`src/rtl/imem_loadable_if.sv`:
```
// rtl/imem_loadable_if.sv - fetch and program-load signal bundle for imem_loadable
interface imem_loadable_if #(
    parameter int XLEN  = 32,
    parameter int DEPTH = 64,
    parameter int AW    = 32
);
    localparam int CW = $clog2(DEPTH) + 1;

    // fetch port
    logic            if_req;
    logic [AW-1:0]   if_addr;
    logic            if_stall;
    logic            if_valid;
    logic [XLEN-1:0] if_instr;
    logic            if_fault;

    // loader port
    logic            ld_start;
    logic            ld_valid;
    logic [XLEN-1:0] ld_data;
    logic            ld_last;
    logic            ld_ready;
    logic            ld_done;
    logic [CW-1:0]   ld_count;

    modport master (
        output if_req, if_addr, if_stall, ld_start, ld_valid, ld_data, ld_last,
        input  if_valid, if_instr, if_fault, ld_ready, ld_done, ld_count
    );

    modport slave (
        input  if_req, if_addr, if_stall, ld_start, ld_valid, ld_data, ld_last,
        output if_valid, if_instr, if_fault, ld_ready, ld_done, ld_count
    );
endinterface

```
`src/rtl/imem_loadable.sv`:
```
// rtl/imem_loadable.sv - loadable instruction memory with registered fetch port
module imem_loadable #(
    parameter int              XLEN  = 32,
    parameter int              DEPTH = 64,
    parameter int              AW    = 32,
    parameter logic [XLEN-1:0] NOP   = XLEN'(32'h00000013)
) (
    input  logic           clk,
    input  logic           rst_n,
    imem_loadable_if.slave bus
);
    localparam int IW = $clog2(DEPTH);
    localparam int CW = IW + 1;

    typedef enum logic [1:0] {S_IDLE, S_LOAD, S_RUN} state_t;

    state_t          state_q, state_d;
    logic [CW-1:0]   wptr_q, wptr_d;      // also the loaded-word count
    logic            done_q, done_d;
    logic            valid_q, valid_d;
    logic [XLEN-1:0] instr_q, instr_d;
    logic            fault_q, fault_d;
    logic [XLEN-1:0] mem [0:DEPTH-1];

    logic            accept;
    logic            load_end;
    logic            load_enter;
    logic [IW-1:0]   idx;
    logic            addr_fault;

    assign idx        = bus.if_addr[IW+1:2];
    assign addr_fault = (bus.if_addr[1:0] != 2'b00) || ((bus.if_addr >> (IW + 2)) != '0);

    assign bus.if_valid = valid_q;
    assign bus.if_instr = instr_q;
    assign bus.if_fault = fault_q;
    assign bus.ld_done  = done_q;
    assign bus.ld_count = wptr_q;

    // FSM state register
    always_ff @(posedge clk or negedge rst_n) begin
        if (!rst_n) begin
            state_q <= S_IDLE;
        end else begin
            state_q <= state_d;
        end
    end

    // FSM next state: a load ends on ld_last or when the array fills
    always_comb begin
        state_d = state_q;
        case (state_q)
            S_IDLE:  if (bus.ld_start) state_d = S_LOAD;
            S_LOAD:  if (load_end)     state_d = S_RUN;
            S_RUN:   if (bus.ld_start) state_d = S_LOAD;
            default: state_d = S_IDLE;
        endcase
    end

    // FSM outputs: loader handshake decoded from state and write pointer
    always_comb begin
        bus.ld_ready = (state_q == S_LOAD) && (wptr_q < CW'(DEPTH));
        accept       = bus.ld_ready && bus.ld_valid;
        load_end     = accept && (bus.ld_last || (wptr_q == CW'(DEPTH - 1)));
        load_enter   = (state_q != S_LOAD) && bus.ld_start;
    end

    // write pointer restarts on LOAD entry, done pulses on the final accepted word
    always_comb begin
        wptr_d = wptr_q;
        if (load_enter) begin
            wptr_d = '0;
        end else if (accept) begin
            wptr_d = wptr_q + CW'(1);
        end
        done_d = load_end;
    end

    // fetch response: stall holds, outside RUN the core spins on NOPs
    always_comb begin
        valid_d = valid_q;
        instr_d = instr_q;
        fault_d = fault_q;
        if (!bus.if_stall) begin
            valid_d = bus.if_req;
            if (bus.if_req) begin
                if (state_q != S_RUN) begin
                    instr_d = NOP;
                    fault_d = 1'b0;
                end else if (addr_fault) begin
                    instr_d = NOP;
                    fault_d = 1'b1;
                end else if ({1'b0, idx} < wptr_q) begin
                    instr_d = mem[idx];
                    fault_d = 1'b0;
                end else begin
                    instr_d = NOP;
                    fault_d = 1'b0;
                end
            end
        end
    end

    // control and fetch output registers
    always_ff @(posedge clk or negedge rst_n) begin
        if (!rst_n) begin
            wptr_q  <= '0;
            done_q  <= 1'b0;
            valid_q <= 1'b0;
            instr_q <= NOP;
            fault_q <= 1'b0;
        end else begin
            wptr_q  <= wptr_d;
            done_q  <= done_d;
            valid_q <= valid_d;
            instr_q <= instr_d;
            fault_q <= fault_d;
        end
    end

    // storage array, not reset: validity lives in the word count
    always_ff @(posedge clk) begin
        if (accept) begin
            mem[wptr_q[IW-1:0]] <= bus.ld_data;
        end
    end
endmodule

```
`src/flat_wrapper.sv`:
```
// flat-port wrapper written by rule: the top's interface ports become plain ports
module imem_loadable_flat 
#(
    parameter int              XLEN  = 32,
    parameter int              DEPTH = 64,
    parameter int              AW    = 32,
    parameter logic [XLEN-1:0] NOP   = XLEN'(32'h00000013)
)
  (clk, rst_n, bus_if_req, bus_if_addr, bus_if_stall, bus_ld_start, bus_ld_valid, bus_ld_data, bus_ld_last, bus_if_valid, bus_if_instr, bus_if_fault, bus_ld_ready, bus_ld_done, bus_ld_count);
  imem_loadable_if #(.XLEN(XLEN), .DEPTH(DEPTH), .AW(AW)) bus_i ();
  input  logic clk;
  input  logic rst_n;
  input wire logic [$bits(bus_i.if_req)-1:0] bus_if_req;
  input wire logic [$bits(bus_i.if_addr)-1:0] bus_if_addr;
  input wire logic [$bits(bus_i.if_stall)-1:0] bus_if_stall;
  input wire logic [$bits(bus_i.ld_start)-1:0] bus_ld_start;
  input wire logic [$bits(bus_i.ld_valid)-1:0] bus_ld_valid;
  input wire logic [$bits(bus_i.ld_data)-1:0] bus_ld_data;
  input wire logic [$bits(bus_i.ld_last)-1:0] bus_ld_last;
  output wire logic [$bits(bus_i.if_valid)-1:0] bus_if_valid;
  output wire logic [$bits(bus_i.if_instr)-1:0] bus_if_instr;
  output wire logic [$bits(bus_i.if_fault)-1:0] bus_if_fault;
  output wire logic [$bits(bus_i.ld_ready)-1:0] bus_ld_ready;
  output wire logic [$bits(bus_i.ld_done)-1:0] bus_ld_done;
  output wire logic [$bits(bus_i.ld_count)-1:0] bus_ld_count;
  assign bus_i.if_req = bus_if_req;
  assign bus_i.if_addr = bus_if_addr;
  assign bus_i.if_stall = bus_if_stall;
  assign bus_i.ld_start = bus_ld_start;
  assign bus_i.ld_valid = bus_ld_valid;
  assign bus_i.ld_data = bus_ld_data;
  assign bus_i.ld_last = bus_ld_last;
  assign bus_if_valid = bus_i.if_valid;
  assign bus_if_instr = bus_i.if_instr;
  assign bus_if_fault = bus_i.if_fault;
  assign bus_ld_ready = bus_i.ld_ready;
  assign bus_ld_done = bus_i.ld_done;
  assign bus_ld_count = bus_i.ld_count;
  imem_loadable #(.XLEN(XLEN), .DEPTH(DEPTH), .AW(AW), .NOP(NOP)) u_core (.clk(clk), .rst_n(rst_n), .bus(bus_i));
endmodule
```
`config.mk`:
```
export PLATFORM = sky130hd
export DESIGN_NAME = imem_loadable_flat
export DESIGN_NICKNAME = d
export VERILOG_FILES = /design/src/rtl/imem_loadable_if.sv /design/src/rtl/imem_loadable.sv /design/src/flat_wrapper.sv
export SDC_FILE = /design/constraint.sdc
export NUM_CORES = 2
export LEC_CHECK = 0
export ABC_AREA = 0
export BUFFER_PORTS_ARGS = -buffer_cell sky130_fd_sc_hd__clkbuf_2
export CAP_MARGIN = 10
export CORE_UTILIZATION = 44
export CTS_CLUSTER_DIAMETER = 50
export DETAILED_ROUTE_END_ITERATION = 8
export PLACE_DENSITY = 0.6
export SKIP_CTS_REPAIR_TIMING = 1
export SYNTH_ARGS = -nofsm -noshare
export SYNTH_HDL_FRONTEND = slang
export SYNTH_SLANG_ARGS = --single-unit
```
`constraint.sdc`:
```
create_clock -name clk -period 4.7 [get_ports clk]
set_input_delay 0.47 -clock clk [delete_from_list [all_inputs] [get_ports clk]]
set_output_delay 0.47 -clock clk [all_outputs]
set_load 0.005 [all_outputs]
```
# [Word-level counts from Yosys, hierarchy flattened]
# Memory sizes are Yosys's and may differ from the RTL's.
# Cells that the tools add are included.
[word_totals] wordCells=43 inputBits=71 n_memories=1 ramBits=2048 reg_bits=44 out_inout_bits=43
[mem_list] name="u_core.mem" depth=64 word_bits=32 read_ports=1 rd_ports_with_merged_regs=0 wr=1 line="imem_loadable.sv:23" rtl="logic [XLEN-1:0] mem [0:DEPTH-1];"
[classes] n_reduce_logical=13 magnitude_cmp=2 muxes=12 bitwise_logic=1 add_sub_neg=1 eq_ne=7
[ops] cell="$mux 32" n=3
[ops] cell="$reduce_bool 32->1" n=1
[ops] cell="$mux 7" n=2
[ops] cell="$add 7x1->7 const B" n=1
[ops] cell="$eq 7x6->1 const B" n=1
[ops] cell="$lt 6x7->1" n=1
[ops] cell="$lt 7x7->1 const B" n=1
[ops] cell="$ne 2x1->1 const B" n=3
[ops] cell="$logic_and 1x1->1" n=4
[ops] cell="$mux 1" n=4
[ops] cell="$mux 2" n=2
[ops] cell="$pmux 2 s2" n=1
[ops] cell="$reduce_and 2->1" n=2
[ops] cell="$reduce_bool 2->1" n=2
[ops] cell="$eq 2x1->1 const B" n=1
[ops] cell="$eq 2x2->1 const B" n=1
[ops] cell="$logic_not 2->1" n=1
[ops] cell="$logic_or 1x1->1" n=2
[ops] cell="$ne 2x2->1 const B" n=1
[ops] cell="$reduce_or 2->1" n=1
[ops] cell="$not 1->1" n=1

# [Logic depth before layout (Yosys ltp)]
[depth] depth_word=6 mapped_depth=11 depth_no_buf=8

# [Worst setup path after synthesis]
# Ideal clock, no wire load.
[synth_timing] path_type="register -> register" startpoint="register u_core.wptr_q[6] (netlist: u_core.bus.ld_count[6])" endpoint="memory u_core.mem[63][0] (enable)" period_less_slack_ns=3.051 stages_incl_launch_ff=5 n_path_buf=0 slack_ns=1.649 setup_ns=0.421 required_time_ns=4.279 arrival_ns=2.630 path_cell_list="dfrtp_1 and4bb_2 and2_1 nand3_1 nor2_1"
[synth_via] elab_chain_len=5
[synth_lines] item="start, declared" line="imem_loadable.sv:18" rtl="logic [CW-1:0] wptr_q, wptr_d;"
[synth_lines] item="start signal, assigned" line="imem_loadable.sv:113" rtl="wptr_q <= wptr_d;"
[synth_lines] item="$lt 7x7->1" line="imem_loadable.sv:62" rtl="bus.ld_ready = (state_q == S_LOAD) && (wptr_q < CW'(DEPTH));"
[synth_lines] item="$logic_and 1x1->1" line="imem_loadable.sv:62"
[synth_lines] item="$logic_and 1x1->1" line="imem_loadable.sv:63" rtl="accept = bus.ld_ready && bus.ld_valid;"
[synth_lines] item="$mux 1" line="imem_loadable.sv:123" rtl="if (accept) begin"
[synth_lines] item="$mux 1 (implied by the code)" line="imem_loadable.sv:124" rtl="mem[wptr_q[IW-1:0]] <= bus.ld_data;"
[synth_lines] item="end, declared" line="imem_loadable.sv:23"
# Every way passes these cells.

# [Worst setup path after layout]
[layout_timing] startpoint="register u_core.state_q[1]" endpoint="memory u_core.mem[2][19] (enable)"
[layout_via] elab_chain_len=5
[layout_lines] item="start, declared" line="imem_loadable.sv:17" rtl="state_t state_q, state_d;"
[layout_lines] item="start signal, assigned" line="imem_loadable.sv:45" rtl="state_q <= state_d;"
[layout_lines] item="$eq 2x1->1" line="imem_loadable.sv:62"
[layout_lines] item="$logic_and 1x1->1" line="imem_loadable.sv:62"
[layout_lines] item="$logic_and 1x1->1" line="imem_loadable.sv:63"
[layout_lines] item="$mux 1" line="imem_loadable.sv:123"
[layout_lines] item="$mux 1 (implied by the code)" line="imem_loadable.sv:124"
# Every way passes these cells.

==> results.rst <==
.. list-table::
   :header-rows: 1

   * - Metric
     - Value
   * - Result of the run
     - finished clean
   * - Post-Route WL
     - 219 mm
   * - Worst hold path class
     - input port to flip-flop
   * - Most used DFF post-synth
     - edfxtp_1
   * - Core area
     - 181000 sq um
   * - Maximum vdd drop
     - 0.335 mV
   * - Final hold vios
     - 0
   * - Num CTS Buffers
     - 210
   * - Fraction of post-synthesis cell area in the top cell type by area
     - 0.766
   * - Critical path endpoint category
     - flip-flop
   * - Cell with the most instances after synthesis
     - edfxtp_1
   * - Final count of negative-setup-slack endpoints
     - 0
   * - Starting density of the core
     - 0.444
   * - Nature of the critical path startpoint
     - flip-flop
   * - Width of the chip
     - 429 um
   * - Final sum of negative setup slack
     - 0 ps
   * - H-tree lvl count
     - 4
   * - Ratio of routed vias to standard cells
     - 6.10
   * - Multiplexer area fraction after synthesis
     - 0.144
   * - Capture point of the critical path
     - u_core.mem[2][19]
   * - Summed instance area of the synthesized netlist
     - 80300 sq um
   * - Pin count of the biggest net entering global routing
     - 99
   * - Data required time of the critical path
     - 5220 ps
   * - Cell type contributing the most total cell area after synthesis
     - edfxtp_1
   * - Yosys synthesis warning count
     - 0
   * - Filler cells
     - 14200
   * - Number of global-route vias before repair
     - 39900
   * - Root Buffer Master
     - clkbuf_16
   * - Number of detailed-route iterations in the first pass
     - 5
   * - Post-synthesis adder-cell area fraction
     - 0.000935
   * - Total of max-cap violations
     - 0
   * - Drt initial violations
     - 5119
   * - Count of unique library cells instantiated by Yosys
     - 59
   * - Worst reg2reg path depth
     - 7
   * - Global-route congestion overflow total
     - 0
   * - Final count of pins violating max slew
     - 0
   * - Slew of the pin with the lowest slew margin
     - 1240 ps
   * - Fin crit share
     - 0.725
   * - Post-DP HPWL
     - 124 mm
   * - Kind of critical path
     - flip-flop to flip-flop
   * - Cell at the slowest stage of the critical path
     - nor2_4
   * - Number of nets in the layout
     - 4223
   * - Setup crit start
     - u_core.state_q[1]
   * - Post-Syn Nets
     - 3932
   * - Post-Syn Area per Cell
     - 20.8 sq um
   * - Via total after detailed routing
     - 40900
   * - CTS sink cnt
     - 2092
   * - R2R setup slack
     - 1290 ps
   * - Mean routed wirelength per cell
     - 32.7 um
   * - EDFF count, synth
     - 2048
   * - Main combinational cell family by area after synthesis
     - multiplexers
   * - PwrDens
     - 429 nW/um^2
   * - Cell types with the highest counts after synthesis
     - edfxtp_1, mux2i_1, mux4_2, a22oi_1, nand3_1
   * - Synth Area in Simple Gates
     - 0.0251
   * - Die Span Y
     - 429 um
   * - Overall track demand over capacity in global routing
     - 0.236
   * - Wire length of the first global-routing pass
     - 307 mm
   * - DRT antenna net count
     - 0
   * - Area of the die
     - 184000 sq um
   * - Xor-xnor portion of the synthesized cell area
     - 0.000545
   * - Number of antenna violations at the first check in global routing
     - 9
   * - Post-synthesis register bit count
     - 2092
   * - Worst setup slack after layout
     - 1290 ps
   * - Clk_lat worst skew
     - 860 ps
   * - Post-layout minimum cycle time
     - 3410 ps
   * - Final estimated routing congestion in global placement
     - 0.846
   * - Setup Skew
     - 39.2 ps
   * - Worst path cell trace
     - nand2b_1, nor2_1, nand2_1, nor2_1, nand2_1, nor2_4, buf_4
   * - Share of layout cells above drive strength 1
     - 0.235
   * - Source of the worst register-to-register timing path
     - u_core.state_q[1]
   * - Power Total
     - 39.5 mW
   * - Mapped Cells
     - 3855
   * - R2R Path End
     - u_core.mem[2][19]
   * - Setup repair after global routing missed its margin
     - false
   * - Post-layout util
     - 0.509
   * - Number of port buffers
     - 113
   * - TritonCTS clock tree
     - done
   * - Number of ports placed on the die boundary
     - 114
   * - Ranking of synthesized cells by area
     - edfxtp_1, mux4_2, mux2i_1
   * - Top fanout value on the critical path
     - 14
   * - Number of remaining DRC errors
     - 0
   * - Area growth syn-to-layout
     - 14.6%
   * - Critical Path Max Stage Delay
     - 860 ps
   * - Minimum setup slack after placement
     - 935 ps
   * - Sequential-to-total area share from yosys stat
     - 0.780
   * - Data arrival at the endpoint of the critical path
     - 3920 ps
   * - Worst-case headroom to the max-slew limit
     - 0.173
   * - Proportion of register bits with asynchronous set or reset after synthesis
     - 0.0210
   * - Static leakage
     - 29.7 nW
   * - Complex-gate fraction of the synthesized area
     - 0.0365
   * - Cell row count
     - 156
   * - Peak Freq
     - 293 MHz
   * - Clock edge transition at the registers on the reported setup and hold paths
     - 60 ps
   * - Maximum number of buffers from clock root to sink
     - 3
==> flip-flops by register name, indices dropped and copies added, names as in the netlist <==
register / cells
u_core.bus.if_instr: 32
u_core.bus.ld_count: 7
u_core.mem: 2048
u_core.bus.ld_done: 1
u_core.bus.if_fault: 1
u_core.bus.if_valid: 1
u_core.state_q: 2
==> critical path: cells and delay by family, from the launching register on <==
kind	cells	cell delay (ps)
buffers and inverters	1	420
DFF	1	400
and+or+nand+nor	6	2220
==> through the flow <==
step                instance area [sq um]  hold WS, ps  instances
floorplan                           80300          174       3855
global placement                    85000          468       6295
detailed placement                  85000          484       6295
CTS                                 91900         -230       6689
global route                        92000         32.8       6700
finish                              92000         33.4       6701
==> layout by cell type (no fill, tap or decap), types with 7 or more instances in the layout <==
| cell type | synthesis | layout |
|---|---|---|
| clkbuf_2 | 1 | 108 |
| clkinv_2 | 0 | 37 |
| and4_1 | 36 | 36 |
| nand3_1 | 109 | 109 |
| and3_1 | 8 | 7 |
| inv_6 | 0 | 8 |
| buf_4 | 18 | 142 |
| dfrtp_1 | 41 | 41 |
| o21ai_0 | 19 | 19 |
| nand2b_1 | 10 | 9 |
| mux2i_1 | 401 | 401 |
| clkbuf_16 | 0 | 214 |
| nor2_4 | 0 | 67 |
| a22oi_1 | 268 | 268 |
| nand2_1 | 67 | 67 |
| o221ai_1 | 23 | 23 |
| bufinv_16 | 0 | 16 |
| nor2_1 | 105 | 38 |
| nor2b_1 | 13 | 10 |
| clkbuf_1 | 64 | 45 |
| buf_12 | 0 | 35 |
| mux2_2 | 7 | 7 |
| nor3_1 | 11 | 11 |
| clkinv_1 | 1 | 42 |
| mux4_2 | 330 | 330 |
| clkbuf_8 | 0 | 12 |
| a31oi_1 | 9 | 9 |
| inv_1 | 8 | 8 |
| a211oi_1 | 7 | 7 |
| edfxtp_1 | 2048 | 2048 |
| a21oi_1 | 25 | 25 |
==> metal layers <==
layer,up-vias,track usage,share of wire
met3,298,0.0428,0.078
met4,0,0.0658,0.025
met5,-,0,0
met1,22000,0.344,0.43
li1,16700,-,-
met2,1810,0.365,0.47
==> how the worst min path moves through the flow <==
stage / start / to / slack, ps / depth (start not counted)
final: bus_if_addr[29] / u_core.bus.if_fault / 30 / 5
after global routing: bus_if_addr[24] / u_core.bus.if_fault / 30 / 5
after CTS: bus_ld_start / u_core.state_q[1] / -230 / 2
after detailed placement: u_core.bus.if_valid / u_core.bus.if_valid / 480 / 2
after global placement: u_core.bus.if_fault / u_core.bus.if_fault / 470 / 2
after floorplan: rst_n / u_core.bus.if_fault / 170 / 0
==> layout make-up <==
cell class	instances	area (sq um)	share of cell area
Antenna cell	3	7.51	0.0000816
Clock buffer	271	5690	0.0618
Clock inverter	123	1200	0.0130
Inverter	9	33.8	0.000367
Multi-Input combinational cell	1538	17100	0.186
Sequential cell	2092	62600	0.680
Tap cell	2370	2970	0.0322
Timing Repair Buffer	295	2410	0.0262
==> where the power goes <==
part	internal, mW	switching [mW]	total [mW]
clock	9.46	7.14	16.6
sequential	20.7	0.0612	20.7
combinational	0.712	1.45	2.16
==> kinds of logic (layout without fill, tap and decap cells) <==
group,count (synthesis),in the layout
buffers and inverters,225,698
AOI/OAI and AO/OA,395,395
adders and majority gates,6,6
xor gates and xnor gates,5,5
and+or+nand+nor,394,394
other,0,3
muxes,738,738
DFF,2092,2092
(Power assumes the default switching activity.)
